File: src/rtl/mips_fetch_pkg.sv
// rtl/mips_fetch_pkg.sv - shared types and constants for the mips32 instruction fetch stage
package mips_fetch_pkg;

  typedef enum logic [1:0] {
    ST_IDLE = 2'd0,
    ST_RUN  = 2'd1,
    ST_HALT = 2'd2
  } fetch_state_e;

  localparam logic [31:0] NOP_WORD          = 32'h0000_0000;
  localparam logic [31:0] PC_STEP           = 32'd4;
  localparam logic [31:0] DEFAULT_HALT_WORD = 32'h0000_000D;

  function automatic logic [31:0] sat_inc(input logic [31:0] v);
    return (v == 32'hFFFF_FFFF) ? v : v + 32'd1;
  endfunction

endpackage

File: src/rtl/mips_instr_fetch_if.sv
// rtl/mips_instr_fetch_if.sv - host/datapath bundle of the fetch stage
// Breakpoint signals exist only with MIPS_FETCH_BREAKPOINT_EN defined.
interface mips_instr_fetch_if #(
  parameter int IMEM_DEPTH = 64
);
  localparam int ADDR_W = $clog2(IMEM_DEPTH);

  logic              load_en;
  logic [ADDR_W-1:0] load_addr;
  logic [31:0]       load_data;
  logic              start;
  logic              stall;
  logic [31:0]       instruction;
  logic              instr_valid;
  logic [31:0]       pc;
  logic [31:0]       retired_count;
  logic              busy;
  logic              halted;
`ifdef MIPS_FETCH_BREAKPOINT_EN
  logic              bp_en;
  logic [31:0]       bp_addr;
  logic              resume;
  logic              bp_hit;
`endif

  modport master (
`ifdef MIPS_FETCH_BREAKPOINT_EN
    output bp_en, bp_addr, resume,
    input  bp_hit,
`endif
    output load_en, load_addr, load_data, start, stall,
    input  instruction, instr_valid, pc, retired_count, busy, halted
  );

  modport slave (
`ifdef MIPS_FETCH_BREAKPOINT_EN
    input  bp_en, bp_addr, resume,
    output bp_hit,
`endif
    input  load_en, load_addr, load_data, start, stall,
    output instruction, instr_valid, pc, retired_count, busy, halted
  );

endinterface

File: src/rtl/mips_instr_rom.sv
// rtl/mips_instr_rom.sv - loadable instruction memory, synchronous write, asynchronous read
module mips_instr_rom #(
  parameter int DEPTH  = 64,
  parameter int ADDR_W = $clog2(DEPTH)
) (
  input  logic              clk,
  input  logic              we_i,
  input  logic [ADDR_W-1:0] waddr_i,
  input  logic [31:0]       wdata_i,
  input  logic [ADDR_W-1:0] raddr_i,
  output logic [31:0]       rdata_o
);

  logic [31:0] mem_q [DEPTH];

  always_ff @(posedge clk) begin
    if (we_i) begin
      mem_q[waddr_i] <= wdata_i;
    end
  end

  assign rdata_o = mem_q[raddr_i];

endmodule

File: src/rtl/mips_instr_fetch.sv
// rtl/mips_instr_fetch.sv - fetch stage feeding one registered instruction (or NOP) per clock
// Optional breakpoint/resume logic under MIPS_FETCH_BREAKPOINT_EN.
module mips_instr_fetch
  import mips_fetch_pkg::*;
#(
  parameter int          IMEM_DEPTH = 64,
  parameter logic [31:0] HALT_WORD  = mips_fetch_pkg::DEFAULT_HALT_WORD
) (
  input  logic             clk,
  input  logic             rst_n,
  mips_instr_fetch_if.slave bus
);

  localparam int          ADDR_W  = $clog2(IMEM_DEPTH);
  localparam logic [31:0] PC_LIMIT = 32'(IMEM_DEPTH * 4);

  fetch_state_e state_q, state_d;
  logic [31:0]  pc_q, pc_d;
  logic [31:0]  instr_q, instr_d;
  logic         valid_q, valid_d;
  logic [31:0]  retired_q, retired_d;
  logic [31:0]  rom_word;
  logic         rom_we;

`ifdef MIPS_FETCH_BREAKPOINT_EN
  logic bp_hit_q, bp_hit_d;
  logic bp_stop_q, bp_stop_d;
  logic bp_skip_q, bp_skip_d;
`endif

  assign rom_we = bus.load_en && (state_q != ST_RUN);

  mips_instr_rom #(
    .DEPTH  (IMEM_DEPTH),
    .ADDR_W (ADDR_W)
  ) u_rom (
    .clk     (clk),
    .we_i    (rom_we),
    .waddr_i (bus.load_addr),
    .wdata_i (bus.load_data),
    .raddr_i (pc_q[2 +: ADDR_W]),
    .rdata_o (rom_word)
  );

  always_ff @(posedge clk or negedge rst_n) begin
    if (!rst_n) begin
      state_q   <= ST_IDLE;
      pc_q      <= '0;
      instr_q   <= NOP_WORD;
      valid_q   <= 1'b0;
      retired_q <= '0;
`ifdef MIPS_FETCH_BREAKPOINT_EN
      bp_hit_q  <= 1'b0;
      bp_stop_q <= 1'b0;
      bp_skip_q <= 1'b0;
`endif
    end else begin
      state_q   <= state_d;
      pc_q      <= pc_d;
      instr_q   <= instr_d;
      valid_q   <= valid_d;
      retired_q <= retired_d;
`ifdef MIPS_FETCH_BREAKPOINT_EN
      bp_hit_q  <= bp_hit_d;
      bp_stop_q <= bp_stop_d;
      bp_skip_q <= bp_skip_d;
`endif
    end
  end

  always_comb begin
    state_d   = state_q;
    pc_d      = pc_q;
    instr_d   = NOP_WORD;
    valid_d   = 1'b0;
    retired_d = retired_q;
`ifdef MIPS_FETCH_BREAKPOINT_EN
    bp_hit_d  = bp_hit_q;
    bp_stop_d = bp_stop_q;
    bp_skip_d = bp_skip_q;
`endif

    unique case (state_q)
      ST_IDLE, ST_HALT: begin
        if (bus.start) begin
          state_d   = ST_RUN;
          pc_d      = '0;
          retired_d = '0;
`ifdef MIPS_FETCH_BREAKPOINT_EN
          bp_hit_d  = 1'b0;
          bp_stop_d = 1'b0;
          bp_skip_d = 1'b0;
        end else if (bus.resume && bp_stop_q && state_q == ST_HALT) begin
          // Resume from a breakpoint: the pc still equals bp_addr, so skip one compare.
          state_d   = ST_RUN;
          bp_stop_d = 1'b0;
          bp_skip_d = 1'b1;
`endif
        end
      end

      ST_RUN: begin
        if (!bus.stall) begin
`ifdef MIPS_FETCH_BREAKPOINT_EN
          bp_skip_d = 1'b0;
          if (bus.bp_en && pc_q == bus.bp_addr && !bp_skip_q) begin
            state_d   = ST_HALT;
            bp_hit_d  = 1'b1;
            bp_stop_d = 1'b1;
          end else
`endif
          if (pc_q >= PC_LIMIT || rom_word == HALT_WORD) begin
            state_d = ST_HALT;
          end else begin
            instr_d   = rom_word;
            valid_d   = 1'b1;
            pc_d      = pc_q + PC_STEP;
            retired_d = sat_inc(retired_q);
          end
        end
      end

      default: state_d = ST_IDLE;
    endcase
  end

  assign bus.instruction   = instr_q;
  assign bus.instr_valid   = valid_q;
  assign bus.pc            = pc_q;
  assign bus.retired_count = retired_q;
  assign bus.busy          = (state_q == ST_RUN);
  assign bus.halted        = (state_q == ST_HALT);
`ifdef MIPS_FETCH_BREAKPOINT_EN
  assign bus.bp_hit        = bp_hit_q;
`endif

endmodule

File: src/flat_wrapper.sv
// flat-port wrapper written by rule: the top's interface ports become plain ports
module mips_instr_fetch_flat import mips_fetch_pkg::*;
#(
  parameter int          IMEM_DEPTH = 64,
  parameter logic [31:0] HALT_WORD  = mips_fetch_pkg::DEFAULT_HALT_WORD
)
  (clk, rst_n, bus_load_en, bus_load_addr, bus_load_data, bus_start, bus_stall, bus_instruction, bus_instr_valid, bus_pc, bus_retired_count, bus_busy, bus_halted);
  mips_instr_fetch_if #(.IMEM_DEPTH(IMEM_DEPTH)) bus_i ();
  input  logic clk;
  input  logic rst_n;
  input wire logic [$bits(bus_i.load_en)-1:0] bus_load_en;
  input wire logic [$bits(bus_i.load_addr)-1:0] bus_load_addr;
  input wire logic [$bits(bus_i.load_data)-1:0] bus_load_data;
  input wire logic [$bits(bus_i.start)-1:0] bus_start;
  input wire logic [$bits(bus_i.stall)-1:0] bus_stall;
  output wire logic [$bits(bus_i.instruction)-1:0] bus_instruction;
  output wire logic [$bits(bus_i.instr_valid)-1:0] bus_instr_valid;
  output wire logic [$bits(bus_i.pc)-1:0] bus_pc;
  output wire logic [$bits(bus_i.retired_count)-1:0] bus_retired_count;
  output wire logic [$bits(bus_i.busy)-1:0] bus_busy;
  output wire logic [$bits(bus_i.halted)-1:0] bus_halted;
  assign bus_i.load_en = bus_load_en;
  assign bus_i.load_addr = bus_load_addr;
  assign bus_i.load_data = bus_load_data;
  assign bus_i.start = bus_start;
  assign bus_i.stall = bus_stall;
  assign bus_instruction = bus_i.instruction;
  assign bus_instr_valid = bus_i.instr_valid;
  assign bus_pc = bus_i.pc;
  assign bus_retired_count = bus_i.retired_count;
  assign bus_busy = bus_i.busy;
  assign bus_halted = bus_i.halted;
  mips_instr_fetch #(.IMEM_DEPTH(IMEM_DEPTH), .HALT_WORD(HALT_WORD)) u_core (.clk(clk), .rst_n(rst_n), .bus(bus_i));
endmodule
File: config.mk
export PLATFORM = sky130hd
export DESIGN_NAME = mips_instr_fetch_flat
export DESIGN_NICKNAME = d
export VERILOG_FILES = /design/src/rtl/mips_fetch_pkg.sv /design/src/rtl/mips_instr_fetch_if.sv /design/src/rtl/mips_instr_rom.sv /design/src/rtl/mips_instr_fetch.sv /design/src/flat_wrapper.sv
export SDC_FILE = /design/constraint.sdc
export NUM_CORES = 2
export LEC_CHECK = 0
export CORE_ASPECT_RATIO = 0.5
export CORE_MARGIN = 10
export CORE_UTILIZATION = 55
export DETAILED_ROUTE_END_ITERATION = 16
export MAX_ROUTING_LAYER = met4
export PLACE_DENSITY_LB_ADDON = 0.25
export SKIP_CTS_REPAIR_TIMING = 1
export SYNTH_ARGS = -nofsm -noshare
export SYNTH_HDL_FRONTEND = slang
export SYNTH_SLANG_ARGS = --single-unit
export TNS_END_PERCENT = 20
File: constraint.sdc
create_clock -name clk -period 4.8 [get_ports clk]
set_clock_uncertainty 0.15 [all_clocks]
set_input_delay 0.96 -clock clk [delete_from_list [all_inputs] [get_ports clk]]
set_output_delay 0.96 -clock clk [all_outputs]
set_load 0.005 [all_outputs]
Yosys cells after proc, flatten, opt, wreduce, memory -nomap -nowiden. Memory sizes are Yosys's and may differ from the RTL's. Index checks and enable logic that the tools add are counted.

Flip-flop bits (word level): 99. Bits in writable memories: 2048. Input bits: 43. Logic and storage cells: 47. Memories: 1.

Memories: u_core.u_rom.mem_q (depth 64, bits a word 32, rd ports 1, clocked after memory_dff 0, write ports 1, RTL line mips_instr_rom.sv:14) `logic [31:0] mem_q [DEPTH];`.

Add/subtract/negate cells: 2. Order comparisons: 1. Equal/unequal tests: 10. Multiplexer cells: 20. Reductions and logical operators: 8.

Operators by type and width (number): $mux 32 (9); $pmux 32 s2 (2); $add 32x1->32 const B (1); $add 32x3->32 const B (1); $eq 32x32->1 const B (1); $eq 32x4->1 const B (1); $ge 32x9->1 const B (1); $ne 2x2->1 const B (4); $mux 2 (3); $mux 1 (5); $reduce_and 5->1 (1); $ne 2x1->1 const B (2); $pmux 2 s2 (1); $reduce_and 4->1 (1); $reduce_and 3->1 (1); $eq 2x1->1 const B (1); $eq 2x2->1 const B (1); $logic_not 2->1 (1); $reduce_bool 2->1 (1); $reduce_or 2->1 (1); $logic_and 1x1->1 (1); $logic_or 1x1->1 (1).

Logic depth before layout (Yosys ltp). An unclocked memory read counts as a cell.

Depth in word-level cells: 6. Depth in mapped cells: 15. Gate-level depth less buffers: 10.

By module. Synthesis repeated with hierarchy kept, for this count alone.

Cell total of the unflattened synthesis: 3687. Area total of the unflattened synthesis: 82128.8 um2.

By module, submodules not included: mips_instr_rom (instances 1, cells each 3292, area an instance 77874.7 um2, seq. area each 61499.0 um2); mips_instr_fetch (instances 1, cells each 395, area an instance 4254.1 um2, seq. area each 2427.3 um2).

Worst setup path before layout. OpenSTA, ideal clock, no wires.

Kind: input to register. Start point: input bus_load_addr[3]. End point: memory u_core.u_rom.mem_q[10][0], enable pin. Arrival: 3.149 ns. Required time: 4.229 ns. Slack: 1.080 ns. Cell stages on the path: 4. Path through: clkbuf_1 or3b_2 clkbuf_1 nor2_1.

RTL lines: from (decl) (RTL line flat_wrapper.sv:12) `input wire logic [$bits(bus_i.load_addr)-1:0] bus_load_addr;`; to (decl) (RTL line mips_instr_rom.sv:14).

No word-level cell before the write port.

Final worst setup path.
Start point: register u_core.pc_q[3] (netlist: u_core.bus.pc[3]). End point: register u_core.retired_q[20] (netlist: u_core.bus.retired_count[20]).

Cells in the longest elaborated chain, start to end: 5. Elaborated cells between the ends (all ways): 6.

RTL lines: from (decl) (RTL line mips_instr_fetch.sv:18) `logic [31:0] pc_q, pc_d;`; from (signal assigned) (RTL line mips_instr_fetch.sv:59) `pc_q <= pc_d;`; $mem_v2 64x32; $eq 32x4->1 (RTL line mips_instr_fetch.sv:112) `if (pc_q >= PC_LIMIT || rom_word == HALT_WORD) begin`; $logic_or 1x1->1 (*) (RTL line mips_instr_fetch.sv:112); $ne 2x2->1 (no line) (*); $reduce_and 5->1 (no line) (*); to (signal assigned) (RTL line mips_instr_fetch.sv:62) `retired_q <= retired_d;`; to (decl) (RTL line mips_instr_fetch.sv:21) `logic [31:0] retired_q, retired_d;`.

Mark *: on every way between the ends. The rest lies on a longest branch, timed or not. A chain may end at the register's enable or synchronous reset.

==> metrics <==
CP max-delay cell=dfrtp_4; # DRC=0; total gr overflow=0; Critical R2R Launch=u_core.bus.pc[3]; antenna violations before repair=6; r2r setup slk=-0.04 ns; critical path startpoint category=flop; RR Endpoint=u_core.bus.retired_count[20]; num ports=142; chip width=564 µm; depth of the CTS H-tree=4; Tcrit/Tclk final=1.008; pre-CTS setup slack=-0.3423 ns; Tmin final=4.841 ns; TritonCTS clock tree=yes; final WL=222.0 mm; CP dominant cell by count=buf_4; starting density of the core=0.5558; Detail Route Antenna Nets=0; post-synthesis sequential area ratio=0.7855; f_max=206.6 MHz; insertion delay to the later sink of the worst-skew pair=0.81 ns; I/O Buffers=139; violation count after the first detailed-route iteration=5959; Final Slew Violations=0; Crit path required time=5.34 ns; Max VDD drop=0.0003894 V; worst slew margin relative to its limit=0.1140; first-pass GRT wire length=312.7 mm; Hold/Removal Path Class=reg -> reg; Final nets=4123; Tightest Pin Transition=1.329 ns; hold endpoint=u_core.bus.pc[16]; Post-synth top cells=edfxtp_1, mux4_2, a22oi_1; area grow syn2layout=15.01%; status=finished with violations; synth unique cells=52; Setup CP Type=reg -> reg; Die Y=292 µm; Synth area leader=edfxtp_1; EDFF count, synth=2048; first drt pass iteration count=6; share of layout cells above drive strength 1=0.2816; critical path, cell by cell=buf_4, buf_12, buf_4, mux4_2, a22oi_1, a21oi_1, nor4_1, buf_4, nand4_1, nor4_4, buf_4, and3_1, o21ai_2, buf_12, a31oi_1; CP max FO=32; core box area=146400 µm²; clock slew at reported path FFs=0.07 ns; Cells after Synth=3679; prevailing post-synth register cell=edfxtp_1; Synth top area share=0.7557; top-count cell post-synth=edfxtp_1; failing checks=setup timing; Post-Syn Area=81380 µm²; leakage=0.02954 µW; Hold Startpoint=u_core.bus.pc[16]; r2r worst-path depth=15; CTS sink count=2145; largest cells by area after synthesis=edfxtp_1, mux4_2, dfrtp_1; Num CTS Buffers=179; Avg Cell Area, Syn=22.12 µm²; post-DP HPWL=129.0 mm; vias in the first global route=41869; Final setup viols=4; die footprint=164700 µm²; crit end category=flop; Vias/cell=6.840; Core Util, Final=0.6393; PwrDens=510.1 nW/µm²; CTS Buffer Depth=3; vias=42444; setup slack after layout=-0.04054 ns; critical path arrival=5.38 ns; Fin Hold WS=0.3844 ns; Row Count=99; gpl congestion=0.8663; Ys Warns=0; Hold Path Stages=1; max incr delay on CP=0.60 ns; Root Driver=clkbuf_16; MaxCap Viol Count=0; Hold Vio Cnt, Final=0; Total GRT Usage=0.2733; post-synthesis register bit count=2145; WL per Instance=35.78 µm; largest net degree at the start of global routing=69; share of synthesized registers carrying an async set or reset=0.04522
## state kept, by name, indices dropped and copies added, names as in the netlist
register                  cells
u_core.bus.retired_count     32
u_core.state_q                2
u_core.u_rom.mem_q         2048
u_core.bus.pc                30
u_core.bus.instruction       32
u_core.bus.instr_valid        1
## power by group
part	internal, µW	switching [µW]
registers	20700	235
logic	5400	6840
clock network	8030	6580
total	34100	13700
## stage by stage
step	area (µm²)	TNS [ns]	power, µW	cells
finish	93600	-0.07219	47740	6205
global route	93590	-1.534	49120	6203
CTS	92930	-28.41	47150	6172
detailed placement	87120	-26.16	32760	5838
global placement	87120	-28.37	32660	5838
floorplan	81390	0	28080	3680
## cells in the final DEF (no fill, tap or decap), types with 7 or more instances in the layout
master / instances
a21oi_1: 146
a22oi_1: 226
a22oi_2: 8
a31oi_1: 23
a41oi_1: 7
and3_1: 37
buf_12: 46
buf_16: 8
buf_2: 32
buf_4: 224
bufinv_16: 14
clkbuf_1: 48
clkbuf_16: 192
clkbuf_8: 12
clkdlybuf4s50_1: 106
clkinv_1: 39
clkinv_2: 22
dfrtp_1: 94
edfxtp_1: 2048
inv_1: 12
mux4_2: 512
nand2_1: 38
nand3_1: 26
nand4_1: 11
nor2_1: 46
nor2_4: 65
nor2b_1: 7
nor3_1: 11
nor4_1: 25
nor4_2: 8
o21a_1: 12
o21ai_0: 9
o22ai_1: 9
## per-layer routing
layer  share of wire  GRT usage
met1            0.38     0.3837
met4           0.032    0.08445
met5               0          -
met2            0.45     0.3942
met3            0.14    0.07650
## worst max-delay path: cells and delay by family (launching register included)
kind | cells | cell delay [ns]
buffers and inverters | 6 | 1.55
AOI/OAI and AO/OA | 4 | 0.73
DFF | 1 | 0.60
muxes | 1 | 0.37
and+or+nand+nor | 4 | 1.25
## worst max path at each step
stage                     start                            to  slack [ns]  depth (start not counted)
2_1_floorplan  bus_load_addr[3]     u_core.u_rom.mem_q[10][0]        1.08                          4
3_3_place_gp   u_core.bus.pc[2]              u_core.bus.pc[6]       -0.35                         15
3_5_place_dp   u_core.bus.pc[2]  u_core.bus.retired_count[10]       -0.34                         15
4_1_cts        u_core.bus.pc[2]  u_core.bus.retired_count[20]       -0.39                         14
5_1_grt        u_core.bus.pc[2]              u_core.bus.pc[5]       -0.10                         13
6_report       u_core.bus.pc[3]  u_core.bus.retired_count[20]       -0.04                         15
## area by class of cell
class,instances,area (µm²)
diodes,6,15.01
flip-flops and latches,2145,63940
fillers,9419,52820
inverters,13,48.80
well taps,1969,2464
clock inverters,89,839.6
multi-input cells,1306,16990
repair buffers,432,4327
clock buffers,245,4975
## kinds of logic after synthesis
logic type	share of synthesized area
flip-flops	0.7855
AND/OR/NAND/NOR	0.01931
adder cells (fa/ha/maj)	0.0004613
multiplexers	0.1421
other	0.00004608
buffers and inverters	0.01396
AO/OA/AOI/OAI	0.03867
Power figures use the tool's default switching activity.
